[config.mk]
export PLATFORM = sky130hd
export DESIGN_NAME = scan_mem_loader
export DESIGN_NICKNAME = d
export VERILOG_FILES = /design/src/rtl/scan_loader_pkg.sv /design/src/rtl/scan_shift_reg.sv /design/src/rtl/scan_mem_loader.sv
export SDC_FILE = /design/constraint.sdc
export NUM_CORES = 1
export LEC_CHECK = 0
export ABC_CLOCK_PERIOD_IN_PS = 3800
export CAP_MARGIN = 20
export CORE_MARGIN = 5
export CORE_UTILIZATION = 56
export CTS_BUF_LIST = sky130_fd_sc_hd__clkbuf_2
export DETAILED_ROUTE_END_ITERATION = 10
export PLACE_DENSITY = 0.88
export SLEW_MARGIN = 20
export SYNTH_ARGS = -nofsm -noshare
export SYNTH_HDL_FRONTEND = slang
export SYNTH_SLANG_ARGS = --single-unit
[constraint.sdc]
create_clock -name clk -period 3.8 [get_ports clk]
set_input_delay 0.76 -clock clk [delete_from_list [all_inputs] [get_ports clk]]
set_output_delay 0.76 -clock clk [all_outputs]
set_load 0.01 [all_outputs]
[src/rtl/scan_loader_pkg.sv]
// Shared types and constants for the scan memory loader: FSM states, region
// encoding, default geometry and the address range rule.
package scan_loader_pkg;

    localparam int ADDR_W_DEF     = 16;
    localparam int DATA_W_DEF     = 16;
    localparam int DMEM_DEPTH_DEF = 1024;
    localparam int CMEM_DEPTH_DEF = 128;

    localparam logic REGION_DMEM = 1'b0;
    localparam logic REGION_CMEM = 1'b1;

    typedef enum logic [2:0] {
        ST_IDLE,
        ST_WRITE,
        ST_READ,
        ST_RDCAP,
        ST_SHOUT,
        ST_EXEC,
        ST_DONE
    } state_t;

    // An offset is legal only if it lands inside the selected macro.
    function automatic logic addr_in_range(input logic region, input int offset,
                                           input int dmem_depth, input int cmem_depth);
        return (region == REGION_CMEM) ? (offset < cmem_depth) : (offset < dmem_depth);
    endfunction

endpackage

[src/rtl/scan_shift_reg.sv]
// Serial-in/parallel-out shift register with parallel load; the MSB of q is
// the serial output. Load takes priority over shift.
module scan_shift_reg #(
    parameter int W = 16
) (
    input  logic         clk,
    input  logic         rst,
    input  logic         shift_en,
    input  logic         serial_in,
    input  logic         load_en,
    input  logic [W-1:0] load_data,
    output logic [W-1:0] q
);

    // NOTE: sequential state uses non-blocking assignments so every register
    // samples pre-edge values regardless of block evaluation order.
    always_ff @(posedge clk or posedge rst) begin
        if (rst)
            q <= '0;
        else if (load_en)
            q <= load_data;
        else if (shift_en)
            q <= {q[W-2:0], serial_in};
    end

endmodule

[src/rtl/scan_mem_loader.sv]
// Bit-serial scan front end: shifts in address/data, issues single SRAM
// accesses, shifts read data back out and runs the fabric exec handshake.
// Optional parity on the data word: define SCAN_MEM_LOADER_PARITY_EN.
module scan_mem_loader
    import scan_loader_pkg::*;
#(
    parameter int ADDR_W     = ADDR_W_DEF,
    parameter int DATA_W     = DATA_W_DEF,
    parameter int DMEM_DEPTH = DMEM_DEPTH_DEF,
    parameter int CMEM_DEPTH = CMEM_DEPTH_DEF
) (
    input  logic              clk,
    input  logic              rst,
    input  logic              scan_en,
    input  logic              scan_in,
    input  logic              scan_data_or_addr,
    input  logic              read_write,
    input  logic              scan_commit,
    output logic              scan_out,
    input  logic              scan_start_exec,
    output logic              exec_end,
    output logic              busy,
    output logic              err,
    output logic              mem_sel,
    output logic [ADDR_W-2:0] mem_addr,
    output logic [DATA_W-1:0] mem_wdata,
    output logic              mem_we,
    output logic              mem_re,
    input  logic [DATA_W-1:0] mem_rdata,
    output logic              fabric_start,
    input  logic              fabric_done
);

`ifdef SCAN_MEM_LOADER_PARITY_EN
    localparam int DREG_W = DATA_W + 1;
`else
    localparam int DREG_W = DATA_W;
`endif
    localparam int CNT_W = $clog2(DREG_W);

    state_t              state;
    logic [ADDR_W-1:0]   addr_q;
    logic [DREG_W-1:0]   data_q;
    logic [DREG_W-1:0]   rb_q;
    logic [DREG_W-1:0]   rb_load;
    logic [CNT_W-1:0]    shout_cnt;
    logic                start_q;
    logic                start_rise;
    logic                par_ok;
    logic                in_range;
    logic                shift_ok;

`ifdef SCAN_MEM_LOADER_PARITY_EN
    // Even parity: data bits plus the trailing parity bit XOR to zero.
    assign par_ok    = ~^data_q;
    assign mem_wdata = data_q[DREG_W-1:1];
    assign rb_load   = {mem_rdata, ^mem_rdata};
`else
    assign par_ok    = 1'b1;
    assign mem_wdata = data_q;
    assign rb_load   = mem_rdata;
`endif

    assign shift_ok   = (state == ST_IDLE) && scan_en;
    assign mem_sel    = addr_q[ADDR_W-1];
    assign mem_addr   = addr_q[ADDR_W-2:0];
    assign in_range   = addr_in_range(mem_sel, 32'(mem_addr), DMEM_DEPTH, CMEM_DEPTH);
    assign start_rise = scan_start_exec && !start_q;
    assign busy       = (state != ST_IDLE);
    assign scan_out   = (state == ST_SHOUT) && rb_q[DREG_W-1];

    scan_shift_reg #(.W(ADDR_W)) u_addr_reg (
        .clk       (clk),
        .rst       (rst),
        .shift_en  (shift_ok && !scan_data_or_addr),
        .serial_in (scan_in),
        .load_en   (1'b0),
        .load_data ('0),
        .q         (addr_q)
    );

    scan_shift_reg #(.W(DREG_W)) u_data_reg (
        .clk       (clk),
        .rst       (rst),
        .shift_en  (shift_ok && scan_data_or_addr),
        .serial_in (scan_in),
        .load_en   (1'b0),
        .load_data ('0),
        .q         (data_q)
    );

    // NOTE: the read-back register is reset with everything else so scan_out
    // and parity never expose stale SRAM data after a reset.
    scan_shift_reg #(.W(DREG_W)) u_rb_reg (
        .clk       (clk),
        .rst       (rst),
        .shift_en  (state == ST_SHOUT),
        .serial_in (1'b0),
        .load_en   (state == ST_RDCAP),
        .load_data (rb_load),
        .q         (rb_q)
    );

    always_ff @(posedge clk or posedge rst) begin
        if (rst) begin
            state        <= ST_IDLE;
            mem_we       <= 1'b0;
            mem_re       <= 1'b0;
            fabric_start <= 1'b0;
            exec_end     <= 1'b0;
            err          <= 1'b0;
            start_q      <= 1'b0;
            shout_cnt    <= '0;
        end else begin
            start_q      <= scan_start_exec;
            // NOTE: strobes default low each cycle so each one is a single-cycle pulse.
            mem_we       <= 1'b0;
            mem_re       <= 1'b0;
            fabric_start <= 1'b0;

            if (scan_commit && state != ST_IDLE)
                err <= 1'b1;

            case (state)
                ST_IDLE: begin
                    if (scan_commit) begin
                        // A commit consumes the cycle; a coincident start edge is lost.
                        if (!in_range || (read_write && !par_ok)) begin
                            err <= 1'b1;
                        end else if (read_write) begin
                            mem_we <= 1'b1;
                            state  <= ST_WRITE;
                        end else begin
                            mem_re <= 1'b1;
                            state  <= ST_READ;
                        end
                    end else if (start_rise) begin
                        fabric_start <= 1'b1;
                        state        <= ST_EXEC;
                    end
                end
                ST_WRITE: state <= ST_IDLE;
                ST_READ:  state <= ST_RDCAP;
                ST_RDCAP: begin
                    shout_cnt <= CNT_W'(DREG_W - 1);
                    state     <= ST_SHOUT;
                end
                ST_SHOUT: begin
                    if (shout_cnt == '0)
                        state <= ST_IDLE;
                    else
                        shout_cnt <= shout_cnt - CNT_W'(1);
                end
                ST_EXEC: begin
                    if (!scan_start_exec) begin
                        state <= ST_IDLE;
                    end else if (fabric_done) begin
                        exec_end <= 1'b1;
                        state    <= ST_DONE;
                    end
                end
                ST_DONE: begin
                    if (!scan_start_exec) begin
                        exec_end <= 1'b0;
                        state    <= ST_IDLE;
                    end
                end
                default: state <= ST_IDLE;
            endcase
        end
    end

endmodule

# Yosys cells after proc, flatten, opt, wreduce, memory -nomap -nowiden
# Index checks and enable logic that the tools add are counted.
# Widths: inputs -> output; s select.
# totals
output_inout_bits,39
input_bits,25
rom_bits,0
ram_bits,0
elab_cells,76
mem_count,0
ff_bits,61
latchBits,0
# classes
n_mul,0
n_eq_ne,13
add_sub_neg,1
reduce_logical,16
div_mod_pow,0
bitwise_logic,0
mux,33
shift,0
n_lt_le_gt_ge,2
# op_table
op,n
$mux 16,2
$mux 3,7
$mux 1,19
$pmux 3 s6,1
$lt 15x11->1 const B,1
$lt 15x8->1 const B,1
$ne 2x2->1 const B,5
$eq 3x3->1 const B,3
$ne 3x3->1 const B,3
$pmux 4 s2,1
$eq 3x2->1 const B,2
$logic_and 1x1->1,6
$reduce_and 5->1,1
$logic_not 4->1,1
$mux 4,1
$reduce_and 4->1,1
$reduce_bool 2->1,2
$sub 4x1->4 const B,1
$logic_not 3->1,1
$reduce_bool 3->1,1
$logic_not 1->1,2
$mux 2,1
$pmux 1 s2,1
$reduce_and 2->1,1

# Longest topological paths before layout
# logic_depth
ltp_word,6
depth_mapped,6
ltp_nobuf,6

# By module
# A second synthesis with hierarchy kept.
# unflattened
hier_cells,291
area_unflattened_um2,2991.6
# modules_own_cells
mod,area_per_inst_um2,cells_per_inst,seq_area_each_um2,instances
scan_shift_reg,748.2,70,400.4,3
scan_mem_loader,747.0,81,325.3,1

# Worst setup path after synthesis
# No wires, ideal clock.
# synth_timing
path_type,reg2out
start,register state[0]
end,output busy
arrival_ns,1.005
required_ns,3.040
n_path_buf,1
stages_incl_launch_ff,3
slack_ns,2.035
path_cell_list,dfrtp_1 -> buf_2 -> or3_1
# synth_between
elab_chain_cells,1
# synth_lines
item,line,rtl
from (decl),scan_mem_loader.sv:41,state_t state;
from (signal assigned),scan_mem_loader.sv:106,state <= ST_IDLE;
from (signal assigned),scan_mem_loader.sv:132,state <= ST_WRITE;
from (signal assigned),scan_mem_loader.sv:135,state <= ST_READ;
$reduce_bool 3->1,scan_mem_loader.sv:69,assign busy = (state != ST_IDLE);
to (decl),scan_mem_loader.sv:22,"output logic busy,"
# Every way passes these cells.

# Worst setup path in the final report
# layout_timing
start,register state[1]
end,output scan_out
# layout_between
elab_chain_cells,2
# layout_lines
item,line,rtl
$eq 3x3->1,scan_mem_loader.sv:70,assign scan_out = (state == ST_SHOUT) && rb_q[DREG_W-1];
$logic_and 1x1->1,scan_mem_loader.sv:70,
to (decl),scan_mem_loader.sv:19,"output logic scan_out,"
# Every way passes these cells.

==> flow_summary.yaml <==
worst_setup_path:
  cp.arrival_ns: 2.28
  crit_path_start_kind: "register"
  crit_type: "register to primary output"
  crit_fanout: 28
  worstPathRequired_ns: 3.04
  crit_path_end_kind: "primary output"
detailed_routing:
  vias_per_cell: 5.58
  drtPass1Iterations: 4
  routed.top_layer: "met4"
  antenna_left: 0
  wl_met2_um: 2750
  first_iter_violations: 163
  remaining_drc_errors: 0
  vias: 2043
  wl_met3_um: 357
  wl_um: 5820
  wl_per_cell_um: 15.9
  met1_length_um: 2600
pwr:
  p_leak_nw: 1.51
  powerDensity_nw_per_um2: 681
  irDropWorstVdd_mv: 0.446
  clkPwrFrac: 0.157
  p_int_w: 0.00148
  p_sw_frac: 0.375
  power.switching_w: 0.000891
  seq_power_share: 0.448
  comb_power_share: 0.395
synthesis:
  syn-instance-count: 235
  seq_area_frac_synth: 0.553
  synth_ff_type: "dfrtp_1"
  synth.distinct_cells: 42
  synth-edff-count: 0
  synth_nets: 261
  syn_avg_cell_area_um2: 11.8
  syn_area_um2: 2760
  ys_ff_latch: 61
  synthArstFlopShare: 1.00
  ys_warn_count: 0
finish:
  fill_cells: 337
  layout.nets: 321
  final_cell_area_um2: 3490
  area_growth_syn_to_layout_pct: 26.3
  drive_above_1_share: 0.194
  n_antenna_cell: 0
timing:
  fmax_mhz: 329
  fin_crit_sh: 0.800
  drv_slew: 0
  finalHoldViolCount: 0
  setup_tns_ns: 0
  skew_ns: 0.0201
  min_period_ns: 3.04
  maxSlewHeadroom: 0.401
  grt_setup_unrepaired: "false"
  setup_viol: 0
  tightest_slew_ns: 0.898
cts:
  cts_tree: "done"
  root_buffer: "clkbuf_2"
  post_cts_buffers: 0
  numCtsBuffers: 9
  cts_hold_buffers: 0
  cts_buffer_depth: 2
  path_clk_slew_ns: 0.16
  h-tree-depth: 3
  clk_latency_ns: 0.48
  cts_num_sinks: 61
  cts_resized: 0
placed_design:
  placed_cell_area_um2: 3390
  place.detailed.hpwl_um: 3830
  place_congestion: 0.785
  numPortBuffers: 63
die:
  core_area_um2: 4750
  die-area_um2: 6440
  die_w_um: 80.2
  rows: 25
  io_pins: 64
  die_y_um: 80.2
  initial_utilization: 0.581
worst_hold_path:
  hold_path.class: "register to register"
grt:
  antenna_found_initial: 0
  grt_max_degree: 62
  gr-total-overflow: 0
  grt_pass1_vias: 2022
  grt_pass1_wl_um: 9740
  gr-usage-all-layers: 0.197
job:
  maxCapViolations: 0
status:
  status: "finished, final reports clean"
==> logic make-up after synthesis <==
logic type,count (synthesis),share of synthesized area
AO/OA/AOI/OAI,65,0.147
adder cells (fa/ha/maj),1,0.00453
buffers and inverters,21,0.0430
flip-flops,61,0.553
multiplexers,34,0.138
AND/OR/NAND/NOR,53,0.115
==> worst paths after layout <==
| path | from | endpoint | slack (ns) | cells past startpoint |
|---|---|---|---|---|
| worst max-delay path | state[1]$_DFFE_PP0P_ | scan_out | 0.76 | 3 |
| worst min-delay path | err$_DFF_PP0_ | err$_DFF_PP0_ | 0.48 | 1 |
| worst max register to register | state[1]$_DFFE_PP0P_ | shout_cnt[0]$_DFFE_PP0P_ | 1.67 | 4 |
| worst min register to register | err$_DFF_PP0_ | err$_DFF_PP0_ | 0.48 | 1 |
| max in group asynchronous | rst | u_addr_reg.q[5]$_DFFE_PP0P_ | 2.48 | 3 |
| min in group asynchronous | rst | u_rb_reg.q[10]$_DFFE_PP0P_ | 0.80 | 3 |
==> registers in the layout, summed over array words and instances (netlist names) <==
name	cells
exec_end	1
u_rb_reg.q	16
start_q	1
u_addr_reg.q	16
shout_cnt	4
u_data_reg.q	16
state	3
err	1
mem_we	1
mem_re	1
fabric_start	1
==> power groups by stage <==
stage	registers [W]	clock network, W	logic [W]
2_1_floorplan	0.00101	0	0.000681
3_3_place_gp	0.00106	0	0.000912
3_5_place_dp	0.00107	0	0.000937
4_1_cts	0.00106	0.000377	0.000945
5_1_grt	0.00110	0.000412	0.00103
6_report	0.00106	0.000373	0.000938
==> stage by stage <==
step	std cells	power, W	setup slack, ns	utilization	hold WS [ns]
finish	366	0.00237	0.758	0.734	0.483
global route	366	0.00255	0.651	0.734	0.504
CTS	366	0.00238	0.757	0.734	0.484
detailed placement	351	0.00201	1.30	0.713	0.450
global placement	351	0.00197	1.31	0.713	0.439
floorplan	235	0.00169	1.53	-	0.461
==> cell usage after synthesis, types with 3 or more instances <==
library cell | count | area share
nand2_1 | 13 | 0.018
nand3b_1 | 3 | 0.0082
nor2_1 | 15 | 0.020
dfrtp_1 | 61 | 0.55
mux2_2 | 33 | 0.13
buf_6 | 4 | 0.016
nand2b_1 | 3 | 0.0068
o22ai_1 | 24 | 0.054
a211oi_1 | 3 | 0.0082
a21oi_1 | 20 | 0.036
o21ai_0 | 9 | 0.016
buf_1 | 3 | 0.0041
inv_1 | 5 | 0.0068
buf_2 | 5 | 0.0091
clkbuf_1 | 3 | 0.0041
==> final cells by class <==
| class | instances | area [µm²] | area share |
|---|---|---|---|
| Multi-Input combinational cell | 153 | 1120 | 0.320 |
| Inverter | 5 | 18.8 | 0.00538 |
| Clock inverter | 3 | 37.5 | 0.0108 |
| Tap cell | 67 | 83.8 | 0.0240 |
| Timing Repair Buffer | 65 | 646 | 0.185 |
| Clock buffer | 12 | 60.1 | 0.0172 |
| Sequential cell | 61 | 1530 | 0.438 |
==> cell usage in the layout (no fill, tap or decap), types with 3 or more instances in the layout <==
cell type,synthesis,routed
mux2_2,33,33
a211oi_1,3,3
inv_1,5,4
o22ai_1,24,24
dfrtp_1,61,61
nor2_1,15,15
nand3b_1,3,3
o21ai_0,9,9
clkbuf_2,0,12
nand2_1,13,13
a21oi_1,20,20
clkdlybuf4s50_1,0,63
nand2b_1,3,3
==> layer usage <==
layer	vias to the layer above	GRT usage
met5	-	0
met4	0	0.0929
met3	11	0.0628
met2	53	0.296
met1	991	0.259
li1	988	-
==> worst max-delay path, stage by stage (launching register included) <==
cell and delay, ns:
dfrtp_1 0.75, nor2_4 0.27, and3_1 0.22, clkdlybuf4s50_1 0.55
Power figures use the tool's default switching activity.
==> RTL edit 1, RTL diff (config.mk and constraints unchanged) <==
Add an input register stage for `scan_in`, without a reset; this delays it by one clock. The other inputs are not delayed to match.
--- a/src/rtl/scan_mem_loader.sv
+++ b/src/rtl/scan_mem_loader.sv
@@ -39,4 +39,10 @@
     localparam int CNT_W = $clog2(DREG_W);
 
+    logic scan_q;
+
+    always_ff @(posedge clk) begin
+        scan_q <= scan_in;
+    end
+
     state_t              state;
     logic [ADDR_W-1:0]   addr_q;
@@ -74,5 +80,5 @@
         .rst       (rst),
         .shift_en  (shift_ok && !scan_data_or_addr),
-        .serial_in (scan_in),
+        .serial_in (scan_q),
         .load_en   (1'b0),
         .load_data ('0),
@@ -84,5 +90,5 @@
         .rst       (rst),
         .shift_en  (shift_ok && scan_data_or_addr),
-        .serial_in (scan_in),
+        .serial_in (scan_q),
         .load_en   (1'b0),
         .load_data ('0),
Function: changed (Yosys sat finds a counterexample within 4 cycles, from zero or initial values and one cycle with rst high).
==> RTL edit 1 against the original RTL <==
  * Wire length up 4.1%
  * Global-route usage up 0.78 points
  * Critical path depth down 1
  * Power up 4.7%
  * Final area up 1.7%
  * Sequential share of layout area down 0.18 points
  * Via count up 2.1%
  * Synthesized area up 0.72%
  * First-iteration DRC count down 55%
  * Fmax down 1.3%
  * Setup slack worse by 41 ps
  * Sequential cell count up 1
  * Highest routed layer unchanged
==> RTL edit 1: results (changes against the original RTL) <==
\begin{tabular}{lr}
\hline
Metric & Value \\
\hline
\multicolumn{2}{l}{\textbf{Pwr}} \\
\quad Leakage & 1.53 nW (+1.5\%) \\
\quad Sw Share & 37.2\% (-0.32 points) \\
\multicolumn{2}{l}{\textbf{GRT}} \\
\quad Largest net degree at the start of global routing & 54 (-13\%) \\
\quad Met2 global-route usage & 33.4\% (+3.8 points) \\
\quad Wire length of the first global-routing pass & 10.0 mm (+2.7\%) \\
\quad Global-route track usage on met1 & 25.9\% (-0.036 points) \\
\multicolumn{2}{l}{\textbf{Worst setup path}} \\
\quad Critical path data arrival time & 2320 ps (+40 ps) \\
\quad Last element of the critical path & busy \\
\quad Startpoint of the worst-slack reg-to-reg timing path & state[0] \\
\multicolumn{2}{l}{\textbf{Placement}} \\
\quad Final HPWL DP & 4.22 mm (+10\%) \\
\quad Placed Cells incl. Taps & 352 (+0.28\%) \\
\quad Worst setup timing slack at the placement stage & 1280 ps (-18.7 ps) \\
\quad Placer Congestion & 0.774 (-1.4\%) \\
\multicolumn{2}{l}{\textbf{Routing}} \\
\quad 1st-iter DRT viols & 73 (-55\%) \\
\quad Metal-1 WL & 2.62 mm (+1.0\%) \\
\quad Routed length on met2 & 3.04 mm (+11\%) \\
\multicolumn{2}{l}{\textbf{Finish}} \\
\quad Fillcell total & 345 (+2.4\%) \\
\quad Share of final-layout standard cells stronger than drive strength 1 & 20.3\% (+0.87 points) \\
\quad Signal buffers share of area & 18.2\% (-0.31 points) \\
\quad Sequential cell area in the final layout & 0.00155 mm2 (+1.3\%) \\
\quad Final Net Count & 322 (+0.31\%) \\
\quad Count of clock buffers in the final design & 10 (-2) \\
\multicolumn{2}{l}{\textbf{Synth}} \\
\quad Nets in the synthesized netlist & 262 (+0.38\%) \\
\quad Share of synthesized flip-flops with an asynchronous set or reset & 98.4\% (-1.6 points) \\
\quad Dominant cells by area after synthesis & dfrtp\_1 55\%, mux2\_2 13\%, o22ai\_1 5.4\% \\
\quad Synth Area per Inst & 11.8 um2 (+0.30\%) \\
\multicolumn{2}{l}{\textbf{Timing}} \\
\quad Worst clock skew & 16.6 ps (-3.53 ps) \\
\multicolumn{2}{l}{\textbf{Status}} \\
\quad Outcome & complete, no violations \\
\hline
\end{tabular}
-- RTL edit 1: cells by family (layout without fill, tap and decap cells) --
logic type	after synthesis	in the layout	synth area share, %
flip-flops	62	62	55.6
AND/OR/NAND/NOR	53	53	11.4
adder cells (fa/ha/maj)	1	1	0.450
buffers and inverters	21	86	4.27
AO/OA/AOI/OAI	65	65	14.6
multiplexers	34	34	13.7
-- RTL edit 1: through the flow --
step	hold slack, ps	util [%]
final	502	74.1
after global routing	535	74.1
after CTS	515	74.1
after detailed placement	478	71.3
after global placement	454	71.3
after floorplan	458	-
-- RTL edit 1: power groups by stage --
stage          logic [W]  registers, W  clock network, W
3_3_place_gp    0.000904       0.00108                 0
4_1_cts         0.000943       0.00108          0.000465
6_report        0.000938       0.00109          0.000458
3_5_place_dp    0.000939       0.00110                 0
2_1_floorplan   0.000681       0.00102                 0
5_1_grt          0.00104       0.00112          0.000491
-- RTL edit 1: worst max-delay path: stages, from the launching register on --
cell and delay (ps):
dfrtp_1 780, or3_1 570, clkdlybuf4s50_1 510
==> RTL edit 2, RTL diff (same settings) <==
Without the edit above. The package constant `ADDR_W_DEF` goes from 16 to 17.
--- a/src/rtl/scan_loader_pkg.sv
+++ b/src/rtl/scan_loader_pkg.sv
@@ -3,5 +3,5 @@
 package scan_loader_pkg;
 
-    localparam int ADDR_W_DEF     = 16;
+    localparam int ADDR_W_DEF     = 17;
     localparam int DATA_W_DEF     = 16;
     localparam int DMEM_DEPTH_DEF = 1024;
Interface: changed (resized mem_addr); port bits go from 64 to 65. The function was not compared with the original's and may differ.
==> RTL edit 2 against the original RTL <==
  * Setup slack worse by 94 ps
  * Hold slack worse by 7.2 ps
  * Wire length up 3.2%
  * Sequential cell count is 1 higher
  * Synthesized area is 2.8% higher
  * Combinational power about the same
  * Final area is 1.9% higher
  * First-iteration DRC count grew 40%
  * Power grew 0.52%
  * Largest power group unchanged
==> RTL edit 2: results (changes against the original RTL) <==
\begin{tabular}{lr}
\hline
Metric & Value \\
\hline
\multicolumn{2}{l}{\textbf{Status}} \\
\quad Outcome & complete, no violations \\
\multicolumn{2}{l}{\textbf{Worst setup path}} \\
\quad Cell count of the worst reg-to-reg path & 3 (-1) \\
\quad Terminus of the critical flop-to-flop path & u\_addr\_reg.q[12] \\
\quad Critical path data arrival time & 2380 ps (+100 ps) \\
\quad Worst R2R Setup Slack & 1560 ps (-110 ps) \\
\multicolumn{2}{l}{\textbf{GRT}} \\
\quad Global-route track usage on met1 & 25.5\% (-0.43 points) \\
\quad Largest net degree at the start of global routing & 29 (-53\%) \\
\quad Wire length of the first global-routing pass & 10.0 mm (+3.0\%) \\
\quad Via count of the first global-routing pass & 2161 (+6.9\%) \\
\multicolumn{2}{l}{\textbf{Synth}} \\
\quad Count of unique library cells instantiated by Yosys & 44 (+4.8\%) \\
\quad Nets in the synthesized netlist & 265 (+1.5\%) \\
\quad Post-synthesis instance area & 0.00284 mm2 (+2.8\%) \\
\quad Commonest cells in the netlist & 62 x dfrtp\_1, 34 x mux2\_2, 23 x o22ai\_1 \\
\quad Dominant cells by area after synthesis & dfrtp\_1 55\%, mux2\_2 13\%, o22ai\_1 5.1\% \\
\multicolumn{2}{l}{\textbf{Timing}} \\
\quad Worst clock skew & 13.7 ps (-6.44 ps) \\
\quad Peak Freq & 0.319 GHz (-3.0\%) \\
\multicolumn{2}{l}{\textbf{Finish}} \\
\quad Final Net Count & 327 (+1.9\%) \\
\quad Fillcell total & 364 (+8.0\%) \\
\quad Final-layout clock-cell area share & 2.85\% (+0.052 points) \\
\quad Fraction of area in multi-input gates & 31.9\% (-0.12 points) \\
\quad Signal buffers share of area & 18.6\% (+0.14 points) \\
\quad Biggest registers after layout & u\_addr\_reg.q: 17 flops, u\_data\_reg.q: 16 flops, u\_rb\_reg.q: 16 flops \\
\quad Share of final-layout standard cells stronger than drive strength 1 & 20.7\% (+1.3 points) \\
\multicolumn{2}{l}{\textbf{Clock tree}} \\
\quad Clock Sink Count & 62 (+1.6\%) \\
\multicolumn{2}{l}{\textbf{Placement}} \\
\quad Final HPWL DP & 4.11 mm (+7.2\%) \\
\quad Placer Congestion & 0.768 (-2.1\%) \\
\quad Instance area at placement & 0.00345 mm2 (+1.9\%) \\
\multicolumn{2}{l}{\textbf{Routing}} \\
\quad 1st-iter DRT viols & 228 (+40\%) \\
\quad Routed length on met2 & 2.91 mm (+5.9\%) \\
\quad DR WL/cell & 16.0 um (+0.70\%) \\
\quad Metal-1 WL & 2.51 mm (-3.3\%) \\
\multicolumn{2}{l}{\textbf{Pwr}} \\
\quad Worst IR Drop VDD & 394 uV (-11\%) \\
\quad Leakage & 1.54 nW (+1.8\%) \\
\hline
\end{tabular}
==> RTL edit 2: metrics by stage <==
step | worst slack (ps) | instances | utilization (%) | total power (W) | hold slack, ps
after floorplan | 1500 | 239 | - | 0.00171 | 461
after global placement | 1240 | 360 | 69.0 | 0.00198 | 441
after detailed placement | 1220 | 360 | 69.0 | 0.00202 | 447
after CTS | 666 | 375 | 71.0 | 0.00240 | 481
after global routing | 567 | 375 | 71.0 | 0.00256 | 513
final | 665 | 375 | 71.0 | 0.00239 | 476
==> RTL edit 2: logic make-up (layout without fill, tap and decap cells) <==
family | after synthesis | in the layout | synth area share [%]
compound gates | 65 | 65 | 14.3
fa+ha+maj | 1 | 1 | 0.441
flops | 62 | 62 | 54.7
simple gates | 55 | 55 | 11.4
mux | 35 | 35 | 13.8
buf+inv | 21 | 87 | 5.38
==> RTL edit 2: worst max-delay path, cell delays in order, from the launching register on <==
cell	delay, ps
dfrtp_1	960
nor2_1	220
and3_1	250
clkdlybuf4s50_1	470
